==> config.mk <==
export PLATFORM = sky130hd
export DESIGN_NAME = bit_deserializer
export DESIGN_NICKNAME = d
export VERILOG_FILES = /design/src/rtl/toeplitz_pkg.sv /design/src/rtl/word_fifo.sv /design/src/rtl/bit_deserializer.sv
export SDC_FILE = /design/constraint.sdc
export NUM_CORES = 1
export LEC_CHECK = 0
export CAP_MARGIN = 20
export CORE_MARGIN = 2
export CORE_UTILIZATION = 30
export CTS_CLUSTER_DIAMETER = 60
export DETAILED_ROUTE_END_ITERATION = 8
export PLACE_DENSITY = 0.48
export SKIP_LAST_GASP = 1
export SLEW_MARGIN = 20
export SYNTH_ARGS = -nofsm -noshare
export SYNTH_HDL_FRONTEND = slang
export SYNTH_SLANG_ARGS = --single-unit
==> constraint.sdc <==
create_clock -name clk -period 10 [get_ports clk]
set_clock_uncertainty 0.2 [all_clocks]
set_input_delay 1 -clock clk [delete_from_list [all_inputs] [get_ports clk]]
set_output_delay 1 -clock clk [all_outputs]
set_load 0.1 [all_outputs]
==> src/rtl/toeplitz_pkg.sv <==
// Shared definitions for the Toeplitz extractor readout path: block size,
// the word type and the width of the partial-word bit counter.
package toeplitz_pkg;

    localparam int BS = 64;

    typedef logic [BS-1:0] word_t;

    function automatic int bitcnt_width(input int w);
        return (w > 2) ? $clog2(w) : 1;
    endfunction

endpackage

==> src/rtl/word_fifo.sv <==
// Small power-of-two word FIFO with read/write pointers and an occupancy count.
// A push into a full FIFO is accepted only when a pop happens in the same cycle.
module word_fifo #(
    parameter int W     = 64,
    parameter int DEPTH = 2
) (
    input  logic                         clk,
    input  logic                         reset,
    input  logic                         push,
    input  logic [W-1:0]                 push_data,
    input  logic                         pop,
    output logic [W-1:0]                 rdata,
    output logic                         full,
    output logic [$clog2(DEPTH+1)-1:0]   count
);

    localparam int AW = (DEPTH > 2) ? $clog2(DEPTH) : 1;
    localparam int CNTW = $clog2(DEPTH + 1);

    logic [W-1:0]    mem_q [DEPTH];
    logic [AW-1:0]   wr_ptr_q, wr_ptr_d;
    logic [AW-1:0]   rd_ptr_q, rd_ptr_d;
    logic [CNTW-1:0] count_q, count_d;
    logic            empty;
    logic            pop_ok;
    logic            push_ok;

    always_comb begin
        empty    = (count_q == '0);
        full     = (count_q == CNTW'(DEPTH));
        pop_ok   = pop && !empty;
        push_ok  = push && (!full || pop_ok);
        wr_ptr_d = wr_ptr_q;
        rd_ptr_d = rd_ptr_q;
        count_d  = count_q;
        if (push_ok) begin
            wr_ptr_d = wr_ptr_q + AW'(1);
        end
        if (pop_ok) begin
            rd_ptr_d = rd_ptr_q + AW'(1);
        end
        if (push_ok && !pop_ok) begin
            count_d = count_q + CNTW'(1);
        end else if (pop_ok && !push_ok) begin
            count_d = count_q - CNTW'(1);
        end
        // Head is forced to zero while empty so the output has a defined reset value.
        rdata = empty ? '0 : mem_q[rd_ptr_q];
        count = count_q;
    end

    always_ff @(posedge clk) begin
        if (reset) begin
            wr_ptr_q <= '0;
            rd_ptr_q <= '0;
            count_q  <= '0;
        end else begin
            wr_ptr_q <= wr_ptr_d;
            rd_ptr_q <= rd_ptr_d;
            count_q  <= count_d;
        end
    end

    always_ff @(posedge clk) begin
        if (push_ok) begin
            mem_q[wr_ptr_q] <= push_data;
        end
    end

endmodule

==> src/rtl/bit_deserializer.sv <==
// Reassembles the serial qbit/qbiten stream MSB first into W-bit words and
// queues them toward the host with valid/ready; dropped words set a sticky flag.
module bit_deserializer
    import toeplitz_pkg::*;
#(
    parameter int W     = BS,
    parameter int DEPTH = 2
) (
    input  logic                        clk,
    input  logic                        reset,
    input  logic                        qbit,
    input  logic                        qbiten,
    input  logic                        sync,
    output logic [W-1:0]                word,
    output logic                        wvalid,
    input  logic                        wready,
    output logic                        overflow,
    output logic [bitcnt_width(W)-1:0]  bitcnt
);

    localparam int CW   = bitcnt_width(W);
    localparam int CNTW = $clog2(DEPTH + 1);

    logic [W-1:0]    acc_q, acc_d;
    logic [CW-1:0]   bitcnt_q, bitcnt_d;
    logic            overflow_q, overflow_d;
    logic [W-1:0]    next_word;
    logic            push_req;
    logic            pop;
    logic            fifo_full;
    logic [CNTW-1:0] fifo_count;

    always_comb begin
        acc_d      = acc_q;
        bitcnt_d   = bitcnt_q;
        overflow_d = overflow_q;
        push_req   = 1'b0;
        next_word  = {acc_q[W-2:0], qbit};
        wvalid     = (fifo_count != '0);
        pop        = wvalid && wready;
        // sync wins over a bit arriving in the same cycle
        if (sync) begin
            acc_d    = '0;
            bitcnt_d = '0;
        end else if (qbiten) begin
            acc_d = next_word;
            if (bitcnt_q == CW'(W - 1)) begin
                bitcnt_d = '0;
                push_req = 1'b1;
            end else begin
                bitcnt_d = bitcnt_q + CW'(1);
            end
        end
        if (push_req && fifo_full && !pop) begin
            overflow_d = 1'b1;
        end
        overflow = overflow_q;
        bitcnt   = bitcnt_q;
    end

    always_ff @(posedge clk) begin
        if (reset) begin
            acc_q      <= '0;
            bitcnt_q   <= '0;
            overflow_q <= 1'b0;
        end else begin
            acc_q      <= acc_d;
            bitcnt_q   <= bitcnt_d;
            overflow_q <= overflow_d;
        end
    end

    word_fifo #(
        .W     (W),
        .DEPTH (DEPTH)
    ) u_fifo (
        .clk       (clk),
        .reset     (reset),
        .push      (push_req),
        .push_data (next_word),
        .pop       (pop),
        .rdata     (word),
        .full      (fifo_full),
        .count     (fifo_count)
    );

endmodule

==> flow_metrics.py, run 1 <==
metrics = {
    "power": {
        "net-switching-power_uw": 333,
        "p_int_uw": 1390,
        "vdd_ir_drop_max_v": 0.0000984,
        "power.sequential.fraction": 0.513,
        "power.clock.fraction": 0.472,
        "static-leakage-power_uw": 0.00327,
        "power_per_cell_area_mw_per_mm2": 182,
        "power.switching_fraction": 0.194,
        "power.combinational.fraction": 0.015,
    },
    "yosys": {
        "yosysWarnings": 0,
        "flop_and_latch_count_out_of_synthesis": 203,
        "synth_nets": 541,
        "netlist_area_sq_mm": 0.00769,
        "yosys_most_used_dff": "sky130_fd_sc_hd__edfxtp_1",
        "seq_area_frac_synth": 0.695,
        "post-synth-top-area-fraction": 0.500,
        "avgSynthCellArea_sq_um": 14.4,
        "synthTopCellsByArea": "sky130_fd_sc_hd__edfxtp_1 50%, sky130_fd_sc_hd__dfxtp_1 20%, sky130_fd_sc_hd__mux2i_1 17%",
        "count_of_flip_flops_with_a_built_in_enable_after_synthesis": 128,
        "synth.cells.most_frequent": "128 x sky130_fd_sc_hd__edfxtp_1, 128 x sky130_fd_sc_hd__mux2i_1, 127 x sky130_fd_sc_hd__nor2_1",
        "netlist-cell-type-count": 33,
        "synthesis.instances": 533,
        "synth_async_sr_flop_share": 0,
        "synth.largest_area_cell": "sky130_fd_sc_hd__edfxtp_1",
    },
    "timing": {
        "layout_worst_path_cycle_share": 0.423,
        "maxSlewViolCount": 0,
        "max_clock_freq_ghz": 0.237,
        "post-route-min-period_ps": 4230,
        "final-setup-viol-count": 0,
        "slew_of_the_pin_with_the_lowest_slew_margin_ps": 1030,
        "worst_slew_margin_rel": 0.314,
        "rsz_0062_raised_after_global_routing": "no",
        "final.setup.tns_ps": 0,
        "hold_viol_final": 0,
    },
    "worst_setup_path": {
        "worstSetupStartpointType": "flip-flop",
        "worst-endpoint-required_ps": 8800,
        "nature_of_the_critical_path_endpoint": "primary output",
        "worst_path_max_delay_cell": "sky130_fd_sc_hd__clkdlybuf4s50_1",
        "regToRegEndpoint": "u_fifo.mem_q[1][37]",
        "timing.critical_path.fanout_max": 64,
        "worstPathBufferInverterCount": 2,
        "timing.setup.critical_path_class": "flip-flop to primary output",
        "worst_reg2reg_path_depth": 4,
        "timing.critical_path.arrival_ps": 3030,
        "r2r_start": "bitcnt[0]",
        "maximum_cell_stage_delay_along_the_critical_path_ps": 1150,
        "critical_path.cell_chain": "buf_6 > mux2i_1 > nor2_1 > clkdlybuf4s50_1",
        "critPathTopFamily": "buffers and inverters",
        "setup.reg_to_reg.worst_slack_ps": 7500,
    },
    "route": {
        "vias_per_cell": 4.30,
        "antenna_violating_nets_post_route": 0,
        "drc_errors": 0,
        "detailedRoute.firstIterationViolations": 127,
        "detailed_routing_iterations_pass_1": 4,
        "vias": 4099,
        "routedWlPerCell_um": 14.5,
        "detail_route.wirelength_mm": 13.8,
    },
    "worst_hold_path": {
        "holdCritPathClass": "flip-flop to flip-flop",
        "holdPathStages": 0,
        "holdPathEnd": "u_fifo.mem_q[0][55]",
        "timing.hold.worst.start": "acc_q[54]",
    },
    "die": {
        "design.portCount": 78,
        "core_area_sq_mm": 0.0252,
        "floorplan.rows": 58,
        "initial_core_util": 0.305,
        "die-height_um": 164,
        "die_w_um": 164,
        "total_die_area_sq_mm": 0.0269,
    },
    "global_route": {
        "grt_overflow": 0,
        "wire_length_of_the_first_global_routing_pass_mm": 22.5,
        "groute.usage.overall": 0.105,
        "first_global_vias": 4231,
        "antenna_found_initial": 0,
        "grt_max_degree": 68,
    },
    "clock_tree": {
        "tritoncts": "built",
        "clk_root_buffer_cell": "sky130_fd_sc_hd__clkbuf_16",
        "ctsHoldBuffers": 0,
        "max_root_sink_buffers": 3,
        "clk_pin_slew_worst_paths_ps": 60,
        "cts_inserted_buffers": 22,
        "cts_post_setup_buffers_inserted": 0,
        "clkSinkCount": 203,
        "cts_repair_resize_count": 0,
        "ctsHtreeMaxLevel": 1,
        "clk-insertion-delay-late_ps": 490,
    },
    "layout": {
        "antenna_cells": 0,
        "multi_input_comb_area_sq_mm": 0.00214,
        "non_filler_cells_in_the_finished_layout": 954,
        "share_of_post_route_cells_with_drive_strength_above_1": 0.0946,
        "synthToLayoutAreaGrowth_pct": 22.8,
        "filler_cell_count": 2384,
        "final_nets": 616,
        "sequential_cell_area_sq_mm": 0.00535,
    },
    "flow_run": {
        "drv_cap": 0,
    },
    "placed_design": {
        "placed_cells": 914,
        "dp_hpwl_mm": 7.54,
        "place.gp.congestion": 0.711,
        "placement.io_buffers": 77,
    },
    "outcome": {
        "status": "complete, no violations",
    },
}
cell families after synthesis:
kind of cell | synth area share
buffers and inverters | 0.0288
XOR/XNOR | 0.00797
AO/OA/AOI/OAI | 0.00537
multiplexers | 0.168
flip-flops | 0.695
adder cells (fa/ha/maj) | 0.00325
AND/OR/NAND/NOR | 0.0917
flip-flops by register name, summed over array words and instances (netlist names), named ones only:
register	flops
u_fifo.count	2
u_fifo.rd_ptr_q	1
bitcnt	6
acc_q	63
overflow	1
u_fifo.mem_q	128
u_fifo.wr_ptr_q	1
layout make-up:
class / instances / share of cell area
flip-flops and latches: 203 / 0.566
multi-input cells: 299 / 0.227
repair buffers: 81 / 0.0849
clock buffers: 25 / 0.0617
well taps: 330 / 0.0437
clock inverters: 15 / 0.0163
inverters: 1 / 0.000397
worst max-delay path by stage:
stage | from | to | slack, ps | depth (start not counted)
3_3_place_gp | flip-flop | word[28] | 5940 | 4
3_5_place_dp | flip-flop | word[28] | 6230 | 4
5_1_grt | flip-flop | word[44] | 5600 | 4
2_1_floorplan | bitcnt[0] | u_fifo.mem_q[0][0] | 1560 | 3
6_report | flip-flop | word[44] | 5770 | 4
4_1_cts | flip-flop | word[28] | 5690 | 4
through the flow:
| stage | util | worst slack [ps] | hold WS, ps | power [uW] | instance area [sq um] |
|---|---|---|---|---|---|
| 3_5_place_dp | 0.346 | 6230 | 267 | 925 | 8710 |
| 6_report | 0.375 | 5770 | 281 | 1720 | 9450 |
| 3_3_place_gp | 0.346 | 5940 | 265 | 925 | 8710 |
| 5_1_grt | 0.375 | 5600 | 302 | 1780 | 9450 |
| 4_1_cts | 0.375 | 5690 | 283 | 1750 | 9450 |
| 2_1_floorplan | - | 1560 | 225 | 922 | 7690 |
cell usage in the layout (no fill, tap or decap), types with 2 or more instances in the layout:
| cell type | count |
|---|---|
| sky130_fd_sc_hd__ha_1 | 2 |
| sky130_fd_sc_hd__edfxtp_1 | 128 |
| sky130_fd_sc_hd__clkbuf_16 | 23 |
| sky130_fd_sc_hd__nand2_1 | 2 |
| sky130_fd_sc_hd__nor2_4 | 11 |
| sky130_fd_sc_hd__o21ai_0 | 3 |
| sky130_fd_sc_hd__nand4_1 | 2 |
| sky130_fd_sc_hd__mux2i_1 | 128 |
| sky130_fd_sc_hd__clkinv_1 | 2 |
| sky130_fd_sc_hd__a21oi_1 | 2 |
| sky130_fd_sc_hd__dfxtp_1 | 74 |
| sky130_fd_sc_hd__bufinv_16 | 3 |
| sky130_fd_sc_hd__clkdlybuf4s50_1 | 76 |
| sky130_fd_sc_hd__buf_4 | 4 |
| sky130_fd_sc_hd__xor2_1 | 6 |
| sky130_fd_sc_hd__clkbuf_1 | 2 |
| sky130_fd_sc_hd__nor2_1 | 126 |
| sky130_fd_sc_hd__or3_1 | 2 |
| sky130_fd_sc_hd__clkinv_2 | 8 |
routing by layer:
layer  share of wire  vias up  GRT usage
li1                -     2040          -
met1            0.46     1961      0.136
met2            0.46       74      0.172
met3           0.054       24     0.0253
met4           0.023        0     0.0359
met5               0        -          0
power groups by stage:
stage | clock (uW) | combinational [uW] | sequential (uW)
floorplan | 0 | 20.6 | 901
global placement | 0 | 26.5 | 899
detailed placement | 0 | 26.4 | 899
CTS | 839 | 26.5 | 881
global route | 873 | 27.9 | 880
finish | 812 | 25.8 | 881
Power figures use the tool's default switching activity.
==> run 2: changes to the inputs <==
==> constraint.sdc (replaced) <==
create_clock -name clk -period 4.44 [get_ports clk]
set_clock_uncertainty 0.2 [all_clocks]
set_input_delay 0.444 -clock clk [delete_from_list [all_inputs] [get_ports clk]]
set_output_delay 0.444 -clock clk [all_outputs]
set_load 0.1 [all_outputs]
==> flow_metrics.py, run 2 (synthesis results as in run 1) <==
metrics = {
    "worst_setup_path": {
        "worst-endpoint-required_ps": 3800,
        "timing.setup.critical_path_class": "flip-flop to primary output",
        "timing.critical_path.arrival_ps": 3060,
        "nature_of_the_critical_path_endpoint": "primary output",
        "critPathTopFamily": "buffers and inverters",
        "worstPathBufferInverterCount": 2,
        "worst_path_max_delay_cell": "sky130_fd_sc_hd__clkdlybuf4s50_1",
        "maximum_cell_stage_delay_along_the_critical_path_ps": 1150,
        "timing.critical_path.fanout_max": 42,
        "worstSetupStartpointType": "flip-flop",
        "critical_path.cell_chain": "buf_12 > mux2i_1 > nor2_1 > clkdlybuf4s50_1",
    },
    "layout": {
        "non_filler_cells_in_the_finished_layout": 954,
        "synthToLayoutAreaGrowth_pct": 22.5,
        "filler_cell_count": 2415,
        "antenna_cells": 0,
        "layout_common_cells": "128 x sky130_fd_sc_hd__mux2i_1, 128 x sky130_fd_sc_hd__edfxtp_1, 126 x sky130_fd_sc_hd__nor2_1, 74 x sky130_fd_sc_hd__dfxtp_1, 73 x sky130_fd_sc_hd__clkdlybuf4s50_1",
        "largest-register": "u_fifo.mem_q",
        "final_nets": 616,
        "share_of_post_route_cells_with_drive_strength_above_1": 0.0897,
        "largest_register_ff_count": 128,
    },
    "clock_tree": {
        "clkSinkCount": 203,
        "ctsHtreeMaxLevel": 1,
        "clk_root_buffer_cell": "sky130_fd_sc_hd__clkbuf_16",
        "clk_pin_slew_worst_paths_ps": 60,
        "cts_post_setup_buffers_inserted": 0,
        "cts_repair_resize_count": 0,
        "tritoncts": "built",
        "clk-insertion-delay-late_ps": 490,
        "max_root_sink_buffers": 3,
        "cts_inserted_buffers": 22,
        "ctsHoldBuffers": 0,
    },
    "timing": {
        "final.setup.tns_ps": 0,
        "worst_slew_margin_rel": 0.336,
        "maxSlewViolCount": 0,
        "hold_viol_final": 0,
        "layout_worst_path_cycle_share": 0.833,
        "slew_of_the_pin_with_the_lowest_slew_margin_ps": 996,
        "post-route-min-period_ps": 3700,
        "rsz_0062_raised_after_global_routing": "no",
        "max_clock_freq_ghz": 0.270,
        "final-setup-viol-count": 0,
    },
    "global_route": {
        "antenna_found_initial": 0,
        "grt_max_degree": 68,
        "groute.usage.overall": 0.104,
        "wire_length_of_the_first_global_routing_pass_mm": 22.0,
        "first_global_vias": 4217,
        "grt_overflow": 0,
    },
    "die": {
        "core_area_sq_mm": 0.0252,
        "total_die_area_sq_mm": 0.0269,
        "design.portCount": 78,
        "initial_core_util": 0.305,
        "die-height_um": 164,
        "die_w_um": 164,
        "floorplan.rows": 58,
    },
    "route": {
        "antenna_violating_nets_post_route": 0,
        "drc_errors": 0,
        "routedWlPerCell_um": 14.4,
        "vias_per_cell": 4.35,
        "detail_route.wirelength_mm": 13.7,
        "vias": 4151,
        "detailedRoute.firstIterationViolations": 163,
        "detailed_routing_iterations_pass_1": 4,
    },
    "placed_design": {
        "placement.io_buffers": 77,
        "place.gp.congestion": 0.694,
        "dp_hpwl_mm": 7.77,
        "placed_cells": 914,
    },
    "power": {
        "vdd_ir_drop_max_v": 0.000185,
        "static-leakage-power_uw": 0.00324,
        "power_per_cell_area_mw_per_mm2": 398,
    },
    "worst_hold_path": {
        "holdCritPathClass": "flip-flop to flip-flop",
    },
    "flow_run": {
        "drv_cap": 0,
    },
    "outcome": {
        "status": "complete, no violations",
    },
}
-- run 2: cell types whose count changed in the layout (fill, tap and decap cells not counted), moves of 2 or more --
cell	before	now
sky130_fd_sc_hd__bufinv_16	3	1
sky130_fd_sc_hd__clkinv_1	2	0
sky130_fd_sc_hd__clkdlybuf4s50_1	76	73
sky130_fd_sc_hd__buf_4	4	6
sky130_fd_sc_hd__clkinv_2	8	2
sky130_fd_sc_hd__buf_12	0	2
sky130_fd_sc_hd__clkbuf_1	2	10
-- run 2: layer usage --
metal	wire (um)	track usage
met1	6240	0.128
met2	6540	0.180
met3	695	0.0225
met4	275	0.0359
met5	0	0
-- run 2: worst register-to-register path: stages (launching register included) --
cell and delay, ps:
sky130_fd_sc_hd__dfxtp_1 400, sky130_fd_sc_hd__ha_1 250, sky130_fd_sc_hd__nand3_1 170, sky130_fd_sc_hd__nor3_2 290, sky130_fd_sc_hd__and2_4 830
-- run 2: area by class of cell --
| type | count | area [sq um] | area share |
|---|---|---|---|
| clock buffer | 34 | 627 | 0.0665 |
| clock inverter | 6 | 63.8 | 0.00677 |
| inverter | 1 | 3.75 | 0.000398 |
| multi-input combinational | 299 | 2150 | 0.228 |
| sequential | 203 | 5350 | 0.568 |
| tap | 330 | 413 | 0.0438 |
| timing repair buffer | 81 | 816 | 0.0866 |
-- run 2: final timing paths --
path | startpoint | end | slack [ps] | depth (start not counted)
max | flip-flop | word[13] | 740 | 4
min | acc_q[62] | u_fifo.mem_q[0][63] | 270 | 0
max reg2reg | bitcnt[0] | u_fifo.mem_q[1][37] | 1900 | 4
min reg2reg | acc_q[62] | u_fifo.mem_q[0][63] | 270 | 0
-- run 2: stage by stage --
stage          hold slack, ps  worst slack [ps]  utilization  total power [uW]  cell area (sq um)
6_report                  265               740        0.374              3750               9430
5_1_grt                   284               575        0.374              3890               9430
4_1_cts                   258               662        0.374              3820               9430
3_5_place_dp              243              1200        0.347              2080               8730
3_3_place_gp              242              1210        0.347              2080               8730
2_1_floorplan             225               171            -              2080               7710
-- run 2: report_power, final --
part           switching (uW)  leakage, uW  internal, uW
Sequential               1.21      0.00199          1980
Clock                     681     0.000329          1030
Combinational            37.3     0.000918          19.6
==> run 3: changes to the inputs <==
==> constraint.sdc (replaced) <==
create_clock -name clk -period 3.51 [get_ports clk]
set_clock_uncertainty 0.2 [all_clocks]
set_input_delay 0.351 -clock clk [delete_from_list [all_inputs] [get_ports clk]]
set_output_delay 0.351 -clock clk [all_outputs]
set_load 0.1 [all_outputs]
==> flow_metrics.py, run 3 (synthesis results as in run 1) <==
metrics = {
    "outcome": {
        "status": "complete, no violations",
    },
    "worst_setup_path": {
        "worst_reg2reg_path_depth": 4,
        "worst-endpoint-required_ps": 2960,
        "regToRegEndpoint": "u_fifo.mem_q[1][52]",
        "timing.setup.critical_path_class": "flip-flop to primary output",
        "worstSetupStartpointType": "flip-flop",
        "worstSetupPathDepth": 4,
        "critPathTopFamily": "buffers and inverters",
        "worst_path_max_delay_cell": "sky130_fd_sc_hd__dfxtp_4",
        "maximum_cell_stage_delay_along_the_critical_path_ps": 620,
        "setup.reg_to_reg.worst_slack_ps": 1340,
        "nature_of_the_critical_path_endpoint": "primary output",
        "timing.critical_path.fanout_max": 23,
        "timing.critical_path.mode_cell": "sky130_fd_sc_hd__buf_4",
        "timing.critical_path.arrival_ps": 2190,
        "r2r_start": "u_fifo.count[0]",
        "worstPathBufferInverterCount": 2,
        "critical_path.endpoint": "word[53]",
        "critical_path.cell_chain": "buf_4 > mux2i_1 > nor2_1 > buf_4",
    },
    "global_route": {
        "grt_max_degree": 65,
        "first_global_vias": 4339,
        "wire_length_of_the_first_global_routing_pass_mm": 22.6,
        "groute.usage.overall": 0.106,
        "grt_overflow": 0,
        "antenna_found_initial": 0,
    },
    "die": {
        "design.portCount": 78,
        "initial_core_util": 0.305,
        "total_die_area_sq_mm": 0.0269,
        "die-height_um": 164,
        "core_area_sq_mm": 0.0252,
        "die_w_um": 164,
        "floorplan.rows": 58,
    },
    "clock_tree": {
        "ctsHoldBuffers": 0,
        "clk_pin_slew_worst_paths_ps": 60,
        "max_root_sink_buffers": 3,
        "cts_inserted_buffers": 24,
        "cts_repair_resize_count": 0,
        "clkSinkCount": 203,
        "clk_root_buffer_cell": "sky130_fd_sc_hd__clkbuf_16",
        "cts_post_setup_buffers_inserted": 0,
        "tritoncts": "built",
        "clk-insertion-delay-late_ps": 500,
        "ctsHtreeMaxLevel": 1,
    },
    "power": {
        "vdd_ir_drop_max_v": 0.000261,
        "power_per_cell_area_mw_per_mm2": 542,
        "static-leakage-power_uw": 0.00348,
        "total_power_uw": 5160,
    },
    "timing": {
        "max_clock_freq_ghz": 0.364,
        "maxSlewViolCount": 0,
        "worst_slew_margin_rel": 0.334,
        "finalWorstSetupSlack_ps": 764,
        "rsz_0062_raised_after_global_routing": "no",
        "final.hold.worst_slack_ps": 106,
        "hold_viol_final": 0,
        "final-setup-viol-count": 0,
        "slew_of_the_pin_with_the_lowest_slew_margin_ps": 995,
        "layout_worst_path_cycle_share": 0.782,
        "post-route-min-period_ps": 2750,
    },
    "route": {
        "routedWlPerCell_um": 14.7,
        "vias": 4174,
        "detail_route.wirelength_mm": 14.2,
        "detailed_routing_iterations_pass_1": 4,
        "vias_per_cell": 4.33,
        "antenna_violating_nets_post_route": 0,
        "detailedRoute.firstIterationViolations": 111,
        "drc_errors": 0,
    },
    "layout": {
        "largest_register_ff_count": 128,
        "final_nets": 623,
        "synthToLayoutAreaGrowth_pct": 23.7,
        "finish.instance_area_sq_mm": 0.00952,
        "share_of_post_route_cells_with_drive_strength_above_1": 0.221,
        "largest-register": "u_fifo.mem_q",
        "layout_common_cells": "128 x sky130_fd_sc_hd__mux2i_1, 128 x sky130_fd_sc_hd__edfxtp_1, 126 x sky130_fd_sc_hd__nor2_1, 72 x sky130_fd_sc_hd__buf_4, 68 x sky130_fd_sc_hd__dfxtp_1",
        "antenna_cells": 0,
        "non_filler_cells_in_the_finished_layout": 963,
    },
    "placed_design": {
        "placement.cell_area_sq_mm": 0.00867,
        "placed_cells": 919,
        "placement.io_buffers": 77,
        "place.gp.congestion": 0.707,
        "detailedPlace.worstSlack_ps": 834,
        "dp_hpwl_mm": 8.50,
    },
    "worst_hold_path": {
        "holdCritPathClass": "input pin to flip-flop",
    },
    "flow_run": {
        "drv_cap": 0,
    },
}
==> run 3: cell types whose count changed in the layout (fill, tap and decap cells not counted), sizes merged <==
cell and delta:
buf +67, bufinv +3, clkbuf -5, clkdlybuf4s50 -62, clkinv +4, clkinvlp -1, inv +3
==> run 3: through the flow <==
stage	TNS (ps)	util
after floorplan	-7930	-
after global routing	0	0.378
final	0	0.378
after CTS	0	0.378
after detailed placement	0	0.344
after global placement	0	0.344
==> run 3: tightest hold or removal path, delay by kind of cell <==
kind,cells,cell delay (ps)
multiplexers,1,140
buffers and inverters,1,200
AND/OR/NAND/NOR,1,70
==> run 3: area by class of cell <==
type / instances / area (sq um)
Inverter: 1 / 3.75
Timing Repair Buffer: 86 / 711
Clock buffer: 29 / 651
Clock inverter: 15 / 190
Multi-Input combinational cell: 299 / 2180
Fill cell: 2389 / 15700
Sequential cell: 203 / 5370
Tap cell: 330 / 413
==> run 3: power breakdown <==
group	switching, uW	internal [uW]	leakage (uW)	total (uW)
clock	950	1620	0.000412	2570
combinational	49.1	28.0	0.00107	77.1
sequential	1.81	2500	0.00201	2510
==> run 3: metal layers <==
metal | track usage | vias to the layer above | share of wire
met2 | 0.183 | 83 | 0.48
met5 | 0 | - | 0
met4 | 0.0291 | 0 | 0.021
li1 | - | 2062 | -
met3 | 0.0258 | 24 | 0.053
met1 | 0.131 | 2005 | 0.44
==> run 3: worst min path at each step <==
stage | depth (start not counted) | slack, ps | startpoint | to
2_1_floorplan | 1 | 220 | reset | u_fifo.count[1]
3_3_place_gp | 0 | 240 | acc_q[62] | u_fifo.mem_q[1][63]
3_5_place_dp | 0 | 250 | acc_q[62] | u_fifo.mem_q[0][63]
4_1_cts | 3 | 90 | qbiten | acc_q[28]
5_1_grt | 3 | 100 | qbiten | acc_q[28]
6_report | 3 | 110 | qbiten | acc_q[28]
==> variant, RTL diff (flow settings as in run 1) <==
`DEPTH` is set to 2 in 2 places; all go to 4.
--- a/src/rtl/word_fifo.sv
+++ b/src/rtl/word_fifo.sv
@@ -2,7 +2,7 @@
 // A push into a full FIFO is accepted only when a pop happens in the same cycle.
 module word_fifo #(
     parameter int W     = 64,
-    parameter int DEPTH = 2
+    parameter int DEPTH = 4
 ) (
     input  logic                         clk,
     input  logic                         reset,
--- a/src/rtl/bit_deserializer.sv
+++ b/src/rtl/bit_deserializer.sv
@@ -4,7 +4,7 @@
     import toeplitz_pkg::*;
 #(
     parameter int W     = BS,
-    parameter int DEPTH = 2
+    parameter int DEPTH = 4
 ) (
     input  logic                        clk,
     input  logic                        reset,
Check against the original RTL: no difference found for any inputs over 10 cycles, from zero or initial values and one cycle with reset high; that may be too few to reach the edited logic, so the function may still have changed.
==> variant against run 1 <==
- sequential share of layout area is 4.9 points higher
- total power is 60% higher
- sequential cell count up 132
- setup slack worse by 790 ps
- first-iteration DRC count rose to 2.8 times the old value
- area after synthesis is 64% higher
- wire length increased by 80%
- design area up 60%
- non-clock buffer count grew 5
- largest power group unchanged
==> variant: results <==
metrics = {
    "setup_path": {
        "r2r-end": "u_fifo.mem_q[3][11]",
        "reg2reg_setup_slack_ps": 7000,
        "timing.critical_path.fanout_max": 39,
        "critical-path-max-stage-delay_ps": 970,
        "crit_path_end": "word[13]",
        "worstPathArrival_ps": 3820,
    },
    "placed_design": {
        "place.gp.congestion": 0.649,
        "placement.cell_area_sq_um": 14000,
        "detail_placement_hpwl_um": 13200,
    },
    "clocking": {
        "later_pin_clock_latency_in_the_skew_report_ps": 510,
        "cts_made_buffers": 36,
        "maximum_level_of_the_cts_h_tree": 2,
    },
    "yosys": {
        "yosys-mux-area-fraction": 0.166,
        "xor_and_xnor_fraction_of_the_mapped_netlist_area": 0.00555,
        "yosys.cell_types.count": 30,
        "synth_seq_area_share": 0.735,
        "synth-edff-count": 256,
        "post_synth_fa_ha_maj_area_fraction": 0.00754,
        "post_synth_inst_count": 691,
    },
    "detailed_routing": {
        "final_routed_wirelength_um": 25000,
        "met2WireLength_um": 11500,
        "routedLengthMet1_um": 12000,
        "maxUsedRoutingLayer": "met5",
        "routed-wl-met3_um": 953,
    },
    "cells_and_area": {
        "layout.filler_cells": 3920,
        "largest_register_ff_count": 256,
        "drive_above_1_share": 0.163,
    },
    "power_and_ir_drop": {
        "power.leakage_nw": 5.37,
        "peakVddDrop_uv": 81.6,
    },
    "outcome": {
        "outcome": "finished clean",
    },
    "global_route": {
        "grt_pass1_wl_um": 39000,
        "global_route.usage.met2": 0.184,
        "track_usage": 0.116,
        "maximum_number_of_pins_on_one_net_before_global_route_repair": 66,
        "grt.met3_usage": 0.0230,
        "antenna_found_initial": 1,
        "global_route.usage.met1": 0.163,
    },
    "timing": {
        "clock.fmax_ghz": 0.199,
        "finalHoldWorstSlack_ps": 286,
        "worst-slew-pin-transition_ps": 1090,
    },
    "min_path": {
        "hold_path_end": "overflow",
        "worst_hold_path.num_cells": 1,
        "hold_path.startpoint": "overflow",
    },
}
==> variant: cell count changes in the layout (fill, tap and decap cells not counted), sizes merged, moves of 28 or more <==
cell | run 1 | this run
and2 | 1 | 68
clkbuf | 25 | 53
edfxtp | 128 | 256
mux2i | 128 | 65
mux4 | 0 | 64
nor2 | 138 | 73
==> variant: critical path: cells and delay by family, from the launching register on <==
family        cells  cell delay [ps]
mux               1              620
flops             1              720
simple gates      1              190
buf+inv           2             1760
==> variant: power groups by stage <==
stage	Sequential (mW)	Combinational, mW	Clock (mW)
after global routing	1.48	0.0277	1.35
final	1.48	0.0258	1.25
after global placement	1.51	0.0264	0
after floorplan	1.51	0.0170	0
after CTS	1.48	0.0266	1.29
after detailed placement	1.51	0.0266	0
==> variant: cell type report <==
class	count	area, sq um	area share
multi-input cells	313	3160	0.209
clock buffers	53	1030	0.0681
flip-flops and latches	335	9280	0.615
inverters	3	11.3	0.000747
well taps	539	674	0.0447
repair buffers	86	836	0.0554
clock inverters	13	93.8	0.00623
